[src/rtl/masked_sbox_sequencer_if.sv]
// Handshake bundle around the masked S-box sequencer: round-datapath input,
// core drive/sample, fresh-randomness request and result output.
interface masked_sbox_sequencer_if #(
   parameter int SHARES = 5,
   parameter int WIDTH  = 4
);
   logic                      in_valid;
   logic                      in_ready;
   logic [SHARES*WIDTH-1:0]   in_shares;
   logic [SHARES*WIDTH-1:0]   core_in;
   logic                      core_en;
   logic [SHARES*WIDTH-1:0]   core_out;
   logic                      rnd_valid;
   logic                      rnd_req;
   logic                      out_valid;
   logic                      out_ready;
   logic [SHARES*WIDTH-1:0]   out_shares;
   logic                      Synch;
   logic                      busy;

   // The sequencer itself.
   modport slave (
      input  in_valid, in_shares, core_out, rnd_valid, out_ready,
      output in_ready, core_in, core_en, rnd_req, out_valid, out_shares, Synch, busy
   );

   // The surrounding datapath, randomness source and core.
   modport master (
      output in_valid, in_shares, core_out, rnd_valid, out_ready,
      input  in_ready, core_in, core_en, rnd_req, out_valid, out_shares, Synch, busy
   );
endinterface

[src/rtl/masked_sbox_sequencer.sv]
// Control and buffering shell for a register-stage masked S-box core.
// Iterative mode keeps one operation in flight (IDLE -> RUN -> CAP); pipelined
// mode tracks occupancy with a valid shift register and accepts one per cycle.
// The core only advances on cycles where fresh randomness is available and the
// result can go somewhere; shares are only ever moved, never recombined.
module masked_sbox_sequencer #(
   parameter int SHARES    = 5,
   parameter int WIDTH     = 4,
   parameter int LATENCY   = 10,
   parameter int PIPELINED = 0
) (
   input  logic                  clk,
   input  logic                  rst,
   masked_sbox_sequencer_if.slave bus
);

   localparam int W     = SHARES * WIDTH;
   localparam int CNT_W = (LATENCY > 1) ? $clog2(LATENCY) : 1;

   typedef enum logic [1:0] {
      S_IDLE,
      S_RUN,
      S_CAP
   } state_t;

   state_t           r_state;
   state_t           w_state_nxt;
   logic [CNT_W-1:0] r_cnt;
   logic [LATENCY:0] r_v;          // r_v[0] tracks core_in, r_v[k] tracks core stage k-1
   logic             r_armed;      // low during reset and for the first edge after it
   logic [W-1:0]     r_core_in;
   logic [W-1:0]     r_out_shares;
   logic             r_out_valid;
   logic             r_synch;

   logic             w_in_ready;
   logic             w_core_en;
   logic             w_load;
   logic             w_stall;
   logic             w_accept;
   logic             w_cnt_last;

   // Arm the block one edge after reset so no combinational output is high in reset.
   always_ff @(posedge clk or negedge rst) begin
      // NOTE: every register uses <= so all flops sample pre-edge values together.
      if (!rst) r_armed <= 1'b0;
      else      r_armed <= 1'b1;
   end

   // Next-state, handshake and core-enable decode for both modes.
   always_comb begin
      // NOTE: defaults first so no path leaves a signal unassigned (no latches).
      w_state_nxt = r_state;
      w_in_ready  = 1'b0;
      w_core_en   = 1'b0;
      w_load      = 1'b0;
      w_stall     = 1'b1;
      w_cnt_last  = (r_cnt == CNT_W'(LATENCY - 1));

      if (PIPELINED != 0) begin
         // The pipe only freezes when its head cannot be unloaded or randomness is missing.
         w_stall    = (r_out_valid && !bus.out_ready && r_v[LATENCY]) || !bus.rnd_valid;
         w_in_ready = r_armed && !w_stall;
         w_core_en  = r_armed && !w_stall;
         w_load     = w_core_en && r_v[LATENCY];
      end else begin
         unique case (r_state)
            S_IDLE: begin
               w_in_ready = r_armed;
               if (r_armed && bus.in_valid) w_state_nxt = S_RUN;
            end
            S_RUN: begin
               w_core_en = bus.rnd_valid;
               if (bus.rnd_valid && w_cnt_last) w_state_nxt = S_CAP;
            end
            S_CAP: begin
               // Core stays frozen here until the output register can take the result.
               if (!r_out_valid || bus.out_ready) begin
                  w_load      = 1'b1;
                  w_state_nxt = S_IDLE;
               end
            end
            default: w_state_nxt = S_IDLE;
         endcase
      end

      w_accept = bus.in_valid && w_in_ready;
   end

   // Iterative FSM state register.
   always_ff @(posedge clk or negedge rst) begin
      if (!rst) r_state <= S_IDLE;
      else      r_state <= w_state_nxt;
   end

   // Count enabled core edges during RUN.
   always_ff @(posedge clk or negedge rst) begin
      if (!rst)                               r_cnt <= '0;
      else if (w_accept)                      r_cnt <= '0;
      else if (r_state == S_RUN && w_core_en) r_cnt <= r_cnt + CNT_W'(1);
   end

   // Pipelined occupancy: shifts in lock-step with the core registers.
   always_ff @(posedge clk or negedge rst) begin
      if (!rst)                             r_v <= '0;
      else if (PIPELINED != 0 && w_core_en) r_v <= {r_v[LATENCY-1:0], w_accept};
   end

   // Input share register presented to the core; held between accepts.
   always_ff @(posedge clk or negedge rst) begin
      if (!rst)          r_core_in <= '0;
      else if (w_accept) r_core_in <= bus.in_shares;
   end

   // Output register: a load wins over a drain on the same edge.
   always_ff @(posedge clk or negedge rst) begin
      if (!rst) begin
         r_out_shares <= '0;
         r_out_valid  <= 1'b0;
      end else if (w_load) begin
         r_out_shares <= bus.core_out;
         r_out_valid  <= 1'b1;
      end else if (bus.out_ready) begin
         r_out_valid  <= 1'b0;
      end
   end

   // Synch marks the first cycle each new result is visible.
   always_ff @(posedge clk or negedge rst) begin
      if (!rst) r_synch <= 1'b0;
      else      r_synch <= w_load;
   end

   assign bus.in_ready   = w_in_ready;
   assign bus.core_in    = r_core_in;
   assign bus.core_en    = w_core_en;
   assign bus.rnd_req    = w_core_en;
   assign bus.out_valid  = r_out_valid;
   assign bus.out_shares = r_out_shares;
   assign bus.Synch      = r_synch;
   assign bus.busy       = (r_state != S_IDLE) || (|r_v) || r_out_valid;

endmodule

[src/flat_wrapper.sv]
// flat-port wrapper written by rule: the top's interface ports become plain ports
module masked_sbox_sequencer_flat 
#(
   parameter int SHARES    = 5,
   parameter int WIDTH     = 4,
   parameter int LATENCY   = 10,
   parameter int PIPELINED = 0
)
  (clk, rst, bus_in_valid, bus_in_shares, bus_core_out, bus_rnd_valid, bus_out_ready, bus_in_ready, bus_core_in, bus_core_en, bus_rnd_req, bus_out_valid, bus_out_shares, bus_Synch, bus_busy);
  masked_sbox_sequencer_if #(.SHARES(SHARES), .WIDTH(WIDTH)) bus_i ();
  input  logic clk;
  input  logic rst;
  input wire logic [$bits(bus_i.in_valid)-1:0] bus_in_valid;
  input wire logic [$bits(bus_i.in_shares)-1:0] bus_in_shares;
  input wire logic [$bits(bus_i.core_out)-1:0] bus_core_out;
  input wire logic [$bits(bus_i.rnd_valid)-1:0] bus_rnd_valid;
  input wire logic [$bits(bus_i.out_ready)-1:0] bus_out_ready;
  output wire logic [$bits(bus_i.in_ready)-1:0] bus_in_ready;
  output wire logic [$bits(bus_i.core_in)-1:0] bus_core_in;
  output wire logic [$bits(bus_i.core_en)-1:0] bus_core_en;
  output wire logic [$bits(bus_i.rnd_req)-1:0] bus_rnd_req;
  output wire logic [$bits(bus_i.out_valid)-1:0] bus_out_valid;
  output wire logic [$bits(bus_i.out_shares)-1:0] bus_out_shares;
  output wire logic [$bits(bus_i.Synch)-1:0] bus_Synch;
  output wire logic [$bits(bus_i.busy)-1:0] bus_busy;
  assign bus_i.in_valid = bus_in_valid;
  assign bus_i.in_shares = bus_in_shares;
  assign bus_i.core_out = bus_core_out;
  assign bus_i.rnd_valid = bus_rnd_valid;
  assign bus_i.out_ready = bus_out_ready;
  assign bus_in_ready = bus_i.in_ready;
  assign bus_core_in = bus_i.core_in;
  assign bus_core_en = bus_i.core_en;
  assign bus_rnd_req = bus_i.rnd_req;
  assign bus_out_valid = bus_i.out_valid;
  assign bus_out_shares = bus_i.out_shares;
  assign bus_Synch = bus_i.Synch;
  assign bus_busy = bus_i.busy;
  masked_sbox_sequencer #(.SHARES(SHARES), .WIDTH(WIDTH), .LATENCY(LATENCY), .PIPELINED(PIPELINED)) u_core (.clk(clk), .rst(rst), .bus(bus_i));
endmodule
[config.mk]
export PLATFORM = sky130hd
export DESIGN_NAME = masked_sbox_sequencer_flat
export DESIGN_NICKNAME = d
export VERILOG_FILES = /design/src/rtl/masked_sbox_sequencer_if.sv /design/src/rtl/masked_sbox_sequencer.sv /design/src/flat_wrapper.sv
export SDC_FILE = /design/constraint.sdc
export NUM_CORES = 1
export LEC_CHECK = 0
export ABC_AREA = 1
export BUFFER_PORTS_ARGS = -buffer_cell sky130_fd_sc_hd__buf_2
export CORE_ASPECT_RATIO = 2
export CORE_UTILIZATION = 45
export DETAILED_ROUTE_END_ITERATION = 12
export PLACE_DENSITY = 0.75
export REMOVE_ABC_BUFFERS = 1
export SLEW_MARGIN = 20
export SYNTH_ARGS = -nofsm -noshare
export SYNTH_HDL_FRONTEND = slang
export SYNTH_SLANG_ARGS = --single-unit
[constraint.sdc]
create_clock -name clk -period 1.98 [get_ports clk]
set_input_delay 0.099 -clock clk [delete_from_list [all_inputs] [get_ports clk]]
set_output_delay 0.099 -clock clk [all_outputs]
set_load 0.01 [all_outputs]
== Yosys cells after proc, flatten, opt, wreduce, memory -nomap -nowiden ==
Cells that the tools add are included.
Storage, ports and cells
  flip-flop bits (word level): 49
  input port bits: 45
  word-level logic and storage cells: 40
Operators by class
  add/subtract/negate cells: 1
  eq/ne operators: 6
  mux-type cells: 12
  reduce and logical (&&, ||, !) cells: 14
Operators by type and width (number)
  OR reduction 11 bit: 1
  2-to-1 mux 4 bit: 2
  2-to-1 mux 1 bit: 6
  2-to-1 mux 2 bit: 3
  inequality test 2 x 1 -> 1 bit (second input constant): 3
  one-hot mux 2 bit (3 select lines): 1
  nonzero test 2 bit: 3
  adder 4 x 1 -> 4 bit (second input constant): 1
  equality test 4 bit (second input constant): 1
  logical AND 1 bit: 4
  logical OR 1 bit: 3
  AND reduction 3 bit: 1
  equality test 2 x 1 -> 1 bit (second input constant): 1
  equality test 2 bit (second input constant): 1
  logical NOT 2 bit: 1
  logical NOT 1 bit: 1

== Logic depth before layout (Yosys ltp) ==
  depth after elaboration: 5
  depth in mapped cells: 8
  depth with buffers taken out: 7

== Worst setup path after synthesis ==
OpenSTA, ideal clock, no wires.
  kind: register to register
  from: reg u_core.r_out_valid, in the netlist u_core.bus.out_valid
  to: reg u_core.r_out_shares[0], in the netlist u_core.bus.out_shares[0]
  setup time: 0.116 ns
  data arrival time: 0.964 ns
  path slack: 0.900 ns
  cell stages (with the launch flop): 9
  buffers on the path: 1
  period minus slack after synthesis: 1.080 ns
  cells stage by stage: dfrtp_1 inv_1 nor2_1 inv_1 nand2_1 inv_2 buf_4 nand2_1 nand2_1
On the way
  longest elaborated chain between the ends: 4
Ends and longest elaborated chain
  from (decl): line masked_sbox_sequencer.sv:33  | logic r_out_valid;
  from (signal assigned): line masked_sbox_sequencer.sv:119  | r_out_valid <= 1'b0;
  from (signal assigned): line masked_sbox_sequencer.sv:122  | r_out_valid <= 1'b1;
  from (signal assigned): line masked_sbox_sequencer.sv:124  | r_out_valid <= 1'b0;
  logical NOT 1 bit: line masked_sbox_sequencer.sv:78  | if (!r_out_valid || bus.out_ready) begin
  logical OR 1 bit: line masked_sbox_sequencer.sv:78
  2-to-1 mux 1 bit: line masked_sbox_sequencer.sv:78
  2-to-1 mux 1 bit: line masked_sbox_sequencer.sv:67  | unique case (r_state)
  to (signal assigned): line masked_sbox_sequencer.sv:121  | r_out_shares <= bus.core_out;
  to (decl): line masked_sbox_sequencer.sv:32  | logic [W-1:0] r_out_shares;
Every way passes these cells.
A chain may end at the register's enable or synchronous reset.

== Final worst setup path ==
  from: reg u_core.r_state[0]
  to: reg u_core.r_out_shares[6], in the netlist u_core.bus.out_shares[6]
On the way
  longest elaborated chain between the ends: 2
Ends and longest elaborated chain
  from (decl): line masked_sbox_sequencer.sv:26  | state_t r_state;
  from (signal assigned): line masked_sbox_sequencer.sv:93  | else r_state <= w_state_nxt;
  equality test 2 bit: line masked_sbox_sequencer.sv:67
  2-to-1 mux 1 bit: line masked_sbox_sequencer.sv:67
Every way passes these cells.

==> reports/qor.yml <==
avgSynthCellArea_um2: 8.703
drt_iter0_markers: 32
die_w_um: 48.65
power.share.clock_pct: 15.5
power.total_w: 0.003605
leakagePower_nw: 1.678
hold_ws_ns: -0.001578
die_h_um: 95.29
portBuffers: 89
powerDensity_nw_per_um2: 1302
grt_setup_unrepaired: "false"
final_max_slew_viol_count: 0
core_um2: 4129
fillers: 367
fin_crit_ns: 1.421
worstPathMaxFanout: 21
finalWirelength_um: 4583
ys_types: 16
max_clock_freq_mhz: 703.9
ant_nets: 0
path_clk_slew_ns: 0.09
gp_congestion: 0.7830
yosysWarnings: 11
antenna_cells: 0
num_io_pins: 91
drive_gt1_share_pct: 30.88
p_sw_share_pct: 36.69
die_area_um2: 4635
antenna_found_initial: 0
p_comb_share_pct: 37.4
p_switching_w: 0.001323
rr_endpoint: "u_core.bus.out_shares[6]"
netlist_area_um2: 1958
startpoint_type: "flip-flop"
place_hpwl_um: 3154
grt_start_max_net_pins: 50
grt_pass1_wl_um: 7410
yosysSeqAreaShare_pct: 62.62
viasPerCell: 4.564
clock-root-buffer: "clkbuf_8"
r2r-start: "u_core.r_state[0]"
syn-instance-count: 225
worstPathRequired_ns: 2.22
r2r_cells: 5
min_path_type: "input pin to flip-flop"
worst-r2r-setup-slack_ns: 0.56
cts_resized: 0
htreeDepth: 2
fin_skew_ns: 0.004791
arrival_ns: 1.66
clk_latency_ns: 0.29
drc: 0
grtUsageTotal_pct: 21.21
rows: 33
crit_type: "flip-flop to flip-flop"
max_cap_viol_count: 0
start_util_pct: 47.42
vias: 1789
vdd_drop_max_mv: 0.9849
num-nets-final: 386
endpoint: "u_core.bus.out_shares[6]"
post-route-period-util_pct: 71.75
cts_sinks: 49
cts_buffers: 5
end_kind: "flip-flop"
design_area_um2: 2769
cts_tree: "built"
violations: "hold timing"
final.setup.tns_ns: 0
dpl_cell_area_um2: 2442
status: "finished with violations"
timing.final.hold_violations: 1
drtPass1Iterations: 4
cts_buffer_depth: 2
wire_per_inst_um: 11.69
utilization_pct: 67.06
synthToLayoutAreaGrowth_pct: 41.41
p_seq_share_pct: 47.1
crit_start: "u_core.r_state[0]"
grt_overflow_total: 0
cellInternalPower_w: 0.002283
grt_pass1_vias: 1746
ys_seq_elements: 49
setup_violations: 0
## synth_stat cells
cell     instances  area, um^2
buf_4            6       45.04
buf_2            4       20.02
inv_2            3       11.26
ha_1             2       25.02
nor2_2           1       6.260
dfrtp_1         49        1226
inv_1            9       33.78
nand3_1          3       15.01
xor2_1           2       17.52
conb_1           1       3.750
o22ai_1          1       6.260
nand4_1          1       6.260
nor2_1           8       30.03
nand2_1        132       495.5
nand2_2          1       6.260
o21ai_0          2       10.01
## layout make-up
type / instances / area, um^2 / share of cell area, %
clock inverters: 3 / 17.52 / 0.6326
well taps: 52 / 65.06 / 2.350
inverters: 12 / 45.04 / 1.627
multi-input cells: 155 / 625.6 / 22.59
repair buffers: 116 / 720.7 / 26.03
clock buffers: 5 / 68.82 / 2.485
flip-flops and latches: 49 / 1226 / 44.28
## cells in the final DEF, fill, tap and decap left out, drive strengths merged
| cell | count |
|---|---|
| clkinv | 2 |
| buf | 92 |
| xor2 | 2 |
| nand3 | 3 |
| nand2 | 133 |
| o21ai | 2 |
| conb | 2 |
| o22ai | 1 |
| nand4 | 1 |
| clkbuf | 5 |
| inv | 12 |
| nor2 | 9 |
| clkinvlp | 1 |
| dfrtp | 49 |
| ha | 2 |
| dlygate4sd3 | 24 |
## per-stage QoR
step,setup WS (ns),std cells
after floorplan,0.5482,216
after detailed placement,0.5746,360
after global placement,0.6017,360
final,0.5593,392
after CTS,0.5570,392
after global routing,0.4145,392
## kinds of logic after synthesis
logic type | after synthesis | synth area share [%]
other | 1 | 0.1915
flip-flops | 49 | 62.62
XOR/XNOR | 2 | 0.8947
AO/OA/AOI/OAI | 3 | 0.8309
adder cells (fa/ha/maj) | 2 | 1.278
AND/OR/NAND/NOR | 146 | 28.56
buffers and inverters | 22 | 5.623
## power by group through the flow
| stage | clock [W] | combinational [W] | sequential (W) |
|---|---|---|---|
| final | 0.000560 | 0.00135 | 0.00170 |
| after global routing | 0.000609 | 0.00151 | 0.00175 |
| after CTS | 0.000574 | 0.00136 | 0.00169 |
| after detailed placement | 0 | 0.00132 | 0.00170 |
| after global placement | 0 | 0.00129 | 0.00170 |
| after floorplan | 0 | 0.000505 | 0.00189 |
## repair_timing
action,in CTS,in global routing
setup buffers,0,0
hold endpoints to repair,72,0
hold buffers,24,0
endpoints found under the setup margin,0,0
## state kept, by name, indices dropped and copies added, names as in the netlist
register,flops
u_core.bus.core_in,20
u_core.r_cnt,4
u_core.bus.Synch,1
u_core.r_armed,1
u_core.r_state,2
u_core.bus.out_shares,20
u_core.bus.out_valid,1
## per-layer routing
layer | global-route usage [%] | wire, um | up-vias
met5 | 0 | 0 | -
met4 | 12.01 | 153 | 0
met3 | 3.349 | 197 | 13
met2 | 41.67 | 2555 | 67
met1 | 20.21 | 1675 | 819
li1 | - | - | 890
## critical path: stages, from the launching register on
cell,delay [ns]
dfrtp_1,0.42
nor2_1,0.18
nand2_1,0.23
inv_2,0.34
nand2_1,0.11
nand2_1,0.08
## how the worst min path moves through the flow
stage | startpoint | to | slack, ns | cells past startpoint
after global routing | bus_in_shares[3] | u_core.bus.core_in[3] | 0.01 | 3
after detailed placement | rst | u_core.bus.core_in[16] | 0.10 | 2
final | bus_core_out[19] | u_core.bus.out_shares[19] | -0.002 | 3
after CTS | bus_in_shares[16] | u_core.bus.core_in[16] | 0.0006 | 3
after floorplan | rst | u_core.bus.Synch | -0.20 | 0
after global placement | rst | u_core.bus.core_in[16] | 0.10 | 2
(Power assumes the default switching activity.)
